File: src/rtl/grant_decoder.sv
// Decodes an encoded grant index into a registered one-hot grant, holds it until the
// owner signals done or the hold timer expires, then inserts one grant-free release cycle.
module grant_decoder #(
    parameter int unsigned WIDTH       = 8,
    parameter int unsigned MODE        = 0,
    parameter int unsigned COUNT_WIDTH = $clog2(WIDTH),
    parameter int unsigned HOLD_MAX    = 255,
    parameter int unsigned TIMER_WIDTH = $clog2(HOLD_MAX + 1)
) (
    input  logic                   clk,
    input  logic                   rst,
    input  logic                   in_valid,
    input  logic [COUNT_WIDTH-1:0] in_index,
    input  logic                   in_empty,
    output logic                   o_ready,
    input  logic [WIDTH-1:0]       in_done,
    output logic [WIDTH-1:0]       o_grant,
    output logic [COUNT_WIDTH-1:0] o_index,
    output logic                   o_busy,
    output logic                   o_timeout,
    output logic                   o_err
);

    typedef enum logic [1:0] {
        ST_IDLE    = 2'd0,
        ST_GRANT   = 2'd1,
        ST_RELEASE = 2'd2
    } state_e;

    localparam logic [TIMER_WIDTH-1:0] TIMER_LAST = TIMER_WIDTH'(HOLD_MAX - 1);

    state_e                 state_q, state_d;
    logic [WIDTH-1:0]       grant_q, grant_d;
    logic [COUNT_WIDTH-1:0] index_q, index_d;
    logic                   busy_q, busy_d;
    logic                   timeout_q, timeout_d;
    logic                   err_q, err_d;
    logic [TIMER_WIDTH-1:0] timer_q, timer_d;

    logic xfer_c;
    logic idx_oob_c;
    logic done_hit_c;
    logic timer_exp_c;

    // Port mapping: MODE 1 mirrors the index onto the opposite end of the vector.
    function automatic logic [COUNT_WIDTH-1:0] map_index(input logic [COUNT_WIDTH-1:0] idx);
        if (MODE == 0) begin
            return idx;
        end
        return COUNT_WIDTH'(WIDTH - 1 - 32'(idx));
    endfunction

    assign o_ready     = (state_q == ST_IDLE) & ~rst;
    assign xfer_c      = in_valid & o_ready;
    assign idx_oob_c   = (32'(in_index) >= WIDTH);
    assign done_hit_c  = |(in_done & grant_q);
    assign timer_exp_c = (timer_q == TIMER_LAST);

    always_ff @(posedge clk) begin
        if (rst) begin
            state_q <= ST_IDLE;
        end else begin
            state_q <= state_d;
        end
    end

    always_comb begin
        state_d = state_q;
        case (state_q)
            ST_IDLE: begin
                if (xfer_c && !in_empty && !idx_oob_c) begin
                    state_d = ST_GRANT;
                end
            end
            ST_GRANT: begin
                if (done_hit_c || timer_exp_c) begin
                    state_d = ST_RELEASE;
                end
            end
            ST_RELEASE: state_d = ST_IDLE;
            default:    state_d = ST_IDLE;
        endcase
    end

    // Done wins over a same-cycle expiry, so timeout only flags a pure timer release.
    always_comb begin
        grant_d   = grant_q;
        index_d   = index_q;
        busy_d    = busy_q;
        timer_d   = timer_q;
        timeout_d = 1'b0;
        err_d     = 1'b0;
        case (state_q)
            ST_IDLE: begin
                if (xfer_c && !in_empty) begin
                    if (idx_oob_c) begin
                        err_d = 1'b1;
                    end else begin
                        grant_d = WIDTH'(1) << map_index(in_index);
                        index_d = in_index;
                        busy_d  = 1'b1;
                        timer_d = '0;
                    end
                end
            end
            ST_GRANT: begin
                timer_d = timer_q + TIMER_WIDTH'(1);
                if (done_hit_c || timer_exp_c) begin
                    grant_d   = '0;
                    busy_d    = 1'b0;
                    timeout_d = ~done_hit_c;
                end
            end
            ST_RELEASE: begin
                grant_d = '0;
                busy_d  = 1'b0;
            end
            default: begin
                grant_d = '0;
                busy_d  = 1'b0;
            end
        endcase
    end

    always_ff @(posedge clk) begin
        if (rst) begin
            grant_q   <= '0;
            index_q   <= '0;
            busy_q    <= 1'b0;
            timer_q   <= '0;
            timeout_q <= 1'b0;
            err_q     <= 1'b0;
        end else begin
            grant_q   <= grant_d;
            index_q   <= index_d;
            busy_q    <= busy_d;
            timer_q   <= timer_d;
            timeout_q <= timeout_d;
            err_q     <= err_d;
        end
    end

    assign o_grant   = grant_q;
    assign o_index   = index_q;
    assign o_busy    = busy_q;
    assign o_timeout = timeout_q;
    assign o_err     = err_q;

    a_grant_onehot0: assert property (@(posedge clk) disable iff (rst) $onehot0(grant_q));
    a_err_timeout_excl: assert property (@(posedge clk) disable iff (rst) !(err_q && timeout_q));

endmodule

File: config.mk
export PLATFORM = sky130hd
export DESIGN_NAME = grant_decoder
export DESIGN_NICKNAME = d
export VERILOG_FILES = /design/src/rtl/grant_decoder.sv
export SDC_FILE = /design/constraint.sdc
export NUM_CORES = 1
export LEC_CHECK = 0
export CAP_MARGIN = 0
export CORE_UTILIZATION = 48
export CTS_BUF_LIST = sky130_fd_sc_hd__clkbuf_4 sky130_fd_sc_hd__clkbuf_8
export CTS_CLUSTER_DIAMETER = 120
export DETAILED_ROUTE_END_ITERATION = 7
export HOLD_SLACK_MARGIN = 0.08
export PLACE_DENSITY = 0.84
export SLEW_MARGIN = 20
export SYNTH_ARGS = -nofsm -noshare
export SYNTH_HDL_FRONTEND = slang
export SYNTH_SLANG_ARGS = --single-unit
File: constraint.sdc
create_clock -name clk -period 1.9 [get_ports clk]
set_clock_uncertainty 0.05 [all_clocks]
set_input_delay 0.19 -clock clk [delete_from_list [all_inputs] [get_ports clk]]
set_output_delay 0.19 -clock clk [all_outputs]
set_load 0.01 [all_outputs]
; Word-level counts from Yosys, hierarchy flattened
; Index checks and enable logic that the tools add are counted.
; W data, S select, Z words.
[classes]
addsub = 2
eq_ne = 4
n_shift = 1
muxes = 15
n_bitwise = 7
n_reduce_logical = 10
[ops]
columns = operator, n
row1 = $pmux W8 S2, 2
row2 = $mux W8, 3
row3 = $mux W3, 3
row4 = $add A8 B1 Y8 const B, 1
row5 = $and A8 B8 Y8, 1
row6 = $eq A8 B8 Y1 const B, 1
row7 = $reduce_or A8 Y1, 1
row8 = $shl A1 B3 Y8 const A, 1
row9 = $reduce_and A2 Y1, 3
row10 = $mux W2, 2
row11 = $not A1 Y1, 4
row12 = $pmux W2 S2, 1
row13 = $mux W1, 3
row14 = $reduce_or A3 Y1, 1
row15 = $sub A3 B3 Y3 const A, 1
row16 = $and A1 B1 Y1, 2
row17 = $eq A2 B1 Y1 const B, 1
row18 = $logic_not A2 Y1, 1
row19 = $ne A2 B1 Y1 const B, 1
row20 = $ne A2 B2 Y1 const B, 1
row21 = $pmux W1 S2, 1
row22 = $reduce_bool A2 Y1, 1
row23 = $logic_and A1 B1 Y1, 1
row24 = $logic_not A1 Y1, 1
row25 = $logic_or A1 B1 Y1, 1
[totals]
register_bits = 23
in_bits = 15
output_inout_bits = 15
wordCells = 45

; Depth between registers and ports, before layout
[logic_depth]
depth_word = 12
ltp_mapped = 5
mapped_depth_nobuf = 5

; Least setup slack after synthesis
; OpenSTA, ideal clock, no wires.
[synth_timing]
path_kind = reg2reg
startpoint = reg state_q[1]
endpoint = reg timer_q[1]
setup_ps = 128
arrival_time_ps = 1276
required_time_ps = 1722
path_slack_ps = 446
path_stages_with_launch = 6
path_buffers = 1
synth_period_minus_slack_ps = 1454
cell_sequence = dfxtp_1 -> or3_4 -> or2_1 -> buf_6 -> a31oi_1 -> nor2_1
[synth_between]
elab_chain_cells = 6
elab_cells_between_ends = 9
cone_classes = eq/ne (2) / mux (1) / bitwise (2) / reduce/logical (4)
[synth_lines]
columns = element, line_no
row1 = "start, declared", 32  ; state_e state_q, state_d;
row2 = "start signal, assigned", 63  ; state_q <= state_d;
row3 = $logic_not A2 Y1, "53, 93"
row4 = $and A1 B1 Y1, 53  ; assign o_ready = (state_q == ST_IDLE) & ~rst;
row5 = $and A1 B1 Y1, 54  ; assign xfer_c = in_valid & o_ready;
row6 = $logic_and A1 B1 Y1, 95  ; if (xfer_c && !in_empty) begin
row7 = $ne A2 B1 Y1 (no line), -
row8 = $reduce_and A2 Y1 (no line), -
row9 = "end signal, assigned", 137  ; timer_q <= timer_d;
row10 = "end, declared", 38  ; logic [TIMER_WIDTH-1:0] timer_q, timer_d;
; Parallel ways exist; a longest one is shown, timed or not.
; A chain may end at the register's enable or synchronous reset.

; Worst setup path in the final report
[layout_timing]
startpoint = reg state_q[1]
endpoint = out o_ready
[layout_between]
elab_chain_cells = 2
[layout_lines]
columns = element, line_no
row1 = $logic_not A2 Y1, 53
row2 = $and A1 B1 Y1, 53
row3 = "end, declared", 15  ; output logic o_ready,
; Every way passes these cells.

==> qor.txt <==
CTS tree = built
Synth Area per Inst = 9.70 sq um
width of the die = 48.3 microns
minimum clock period after layout = 1660 ps
global-route wire length before repair = 3860 microns
Power Internal = 0.663 mW
Synth Register Bits = 23
CTS Buf Count = 3
vias in the first global route = 898
post-synth top area share = 0.448
# rows = 16
Skew-Pair Late Insertion Delay = 310 ps
drt first pass iters = 4
most common cell after layout, fill and taps aside = clkdlybuf4s50_1
Fmax = 603 MHz
Post-Syn Area = 1030 sq um
GPL Wtd Cong = 0.901
Clock Sinks = 23
run status = complete, no violations
Buffers & Inverters on Critical Path = 2
Pleak = 0.513 nW
Max-cap violations = 0
1st-iter DRT viols = 13
Psw = 0.221 mW
Cell Chain, Critical Path = or3_4 > inv_1 > dlygate4sd2_1
clock buffer depth = 2
DRC Markers = 0
dominant synthesized flop cell = dfxtp_1
Area contributors post-synth = dfxtp_1 (45%), a32o_1 (3.9%), nand2_1 (3.6%)
area leader, netlist = dfxtp_1
Slowest Stage Delay on Critical Path = 400 ps
Ports = 30
critical path class = register to output port
Net Sw Frac = 0.250
Mapped Cells = 106
Die Area = 2330 sq um
final WL = 2350 microns
final setup vio count = 0
Post-synth ARST share = 0
vias per cell = 5.74
Worst VDD drop = 479 uV
setup tns final = 0 ps
fraction of layout cells with a size suffix above 1 = 0.114
number of flops mapped to enable cells by yosys = 0
syn nets = 123
number of nets in the layout = 158
placed insts = 163
Final Non-Filler Cells = 167
final HPWL from detailed placement = 1840 microns
Die Y = 48.3 microns
Starting Density = 0.519
most frequent cells in the layout = clkdlybuf4s50_1 (27), dfxtp_1 (22), nand2_1 (10)
clock share of power = 0.272
Netlist cell types = 39
gr usage total = 0.243
CP max FO = 6
clock root cell = clkbuf_4
Final Util = 0.700
Critical Path AT = 1420 ps
sequential fraction of design power = 0.572
Antenna Cells = 0
Reg clk slew, reported paths = 120 ps
crit end category = output port
Post-CTS Repair Setup Buffers = 0
Min-Delay Path Class = register to register
port buffer count = 28
CP required = 1660 ps
critical path launch point type = register
wire per inst = 14.1 microns
P&R area growth vs syn = 34.9%
vias = 959
DRT antenna net count = 0
grt ovf = 0
Comb pwr share = 0.156
period utilization = 0.873
Final Hold Vio Count = 0
RSZ-0062 raised after global routing = no
synth warn = 0
initial antenna violation count = 0
max-slew violation count = 0
largest net degree at the start of global routing = 17
CP max-delay cell = or3_4
pwr dens = 637 nW/um^2
core area = 1980 sq um
Top delay family on crit path = simple AND/OR/NAND/NOR gates
H-tree levels = 1
sequential-to-total area share from yosys stat = 0.448
## stage by stage
stage | setup slack, ps | hold WS (ps) | total power [mW] | instance area, sq um
floorplan | 446 | 257 | 0.581 | 1030
global placement | 113 | 395 | 0.652 | 1360
detailed placement | 74.2 | 398 | 0.656 | 1360
CTS | 239 | 414 | 0.887 | 1390
global route | 171 | 438 | 0.926 | 1390
finish | 241 | 417 | 0.884 | 1390
## state kept, by name, indices dropped and copies added, names as in the netlist
signal	count
o_timeout	1
state_q	2
o_busy	1
timer_q	8
o_index	3
o_grant	8
## path summary, 6_finish.rpt
path,slack [ps],depth (start not counted),startpoint,endpoint
setup / recovery,240,3,state_q[1],o_ready
hold / removal,420,2,o_index[0],o_index[0]
setup reg to reg,300,4,state_q[1],o_grant[6]
hold reg to reg,420,2,o_index[0],o_index[0]
## area by class of cell
type                            instances  area, sq um
Timing Repair Buffer                   33          317
Inverter                                4         15.0
Tap cell                               27         33.8
Multi-Input combinational cell         76          531
Sequential cell                        23          462
Clock buffer                            4         30.0
Fill cell                             154          594
## routing by layer
layer | track usage | share of wire | routed length [microns]
met5 | 0 | 0 | 0
met4 | 0.100 | 0.019 | 45
met3 | 0.0481 | 0.045 | 106
met2 | 0.443 | 0.52 | 1220
met1 | 0.272 | 0.41 | 974
## synthesized netlist by cell type (all sizes together), types with 3 or more instances
library cell and n:
a21oi 4, a22o 3, a22oi 4, a32o 4, dfxtp 23, inv 4, nand2 10, nand2b 3
nand3 4, nor2 10, o21ai 3, o31ai 5
## worst reg2reg max path: stages, from the launching register on
cell and delay [ps]:
dfxtp_2 360, or3_4 400, or2_1 390, nor2_8 170, a32o_1 180
## power groups by stage
stage,sequential [mW],clock (mW),combinational [mW]
after floorplan,0.518,0,0.0632
after global routing,0.509,0.266,0.151
after detailed placement,0.516,0,0.140
after global placement,0.516,0,0.136
after CTS,0.506,0.243,0.139
final,0.506,0.240,0.138
## cells by family (layout without fill, tap and decap cells)
group | Yosys count | in the layout | share of synthesized area
buffers and inverters | 7 | 41 | 0.0365
other | 1 | 1 | 0.00365
adder cells (fa/ha/maj) | 2 | 2 | 0.0243
XOR/XNOR | 1 | 1 | 0.00852
AND/OR/NAND/NOR | 40 | 40 | 0.225
flip-flops | 23 | 23 | 0.448
multiplexers | 1 | 1 | 0.0109
AO/OA/AOI/OAI | 31 | 31 | 0.243
## repair_timing
action,CTS,global route
endpoints found under the setup margin,1,0
hold buffers,0,0
hold endpoints to repair,0,0
gates resized for setup,2,0
Note: power is estimated with default switching activity, not from simulation.
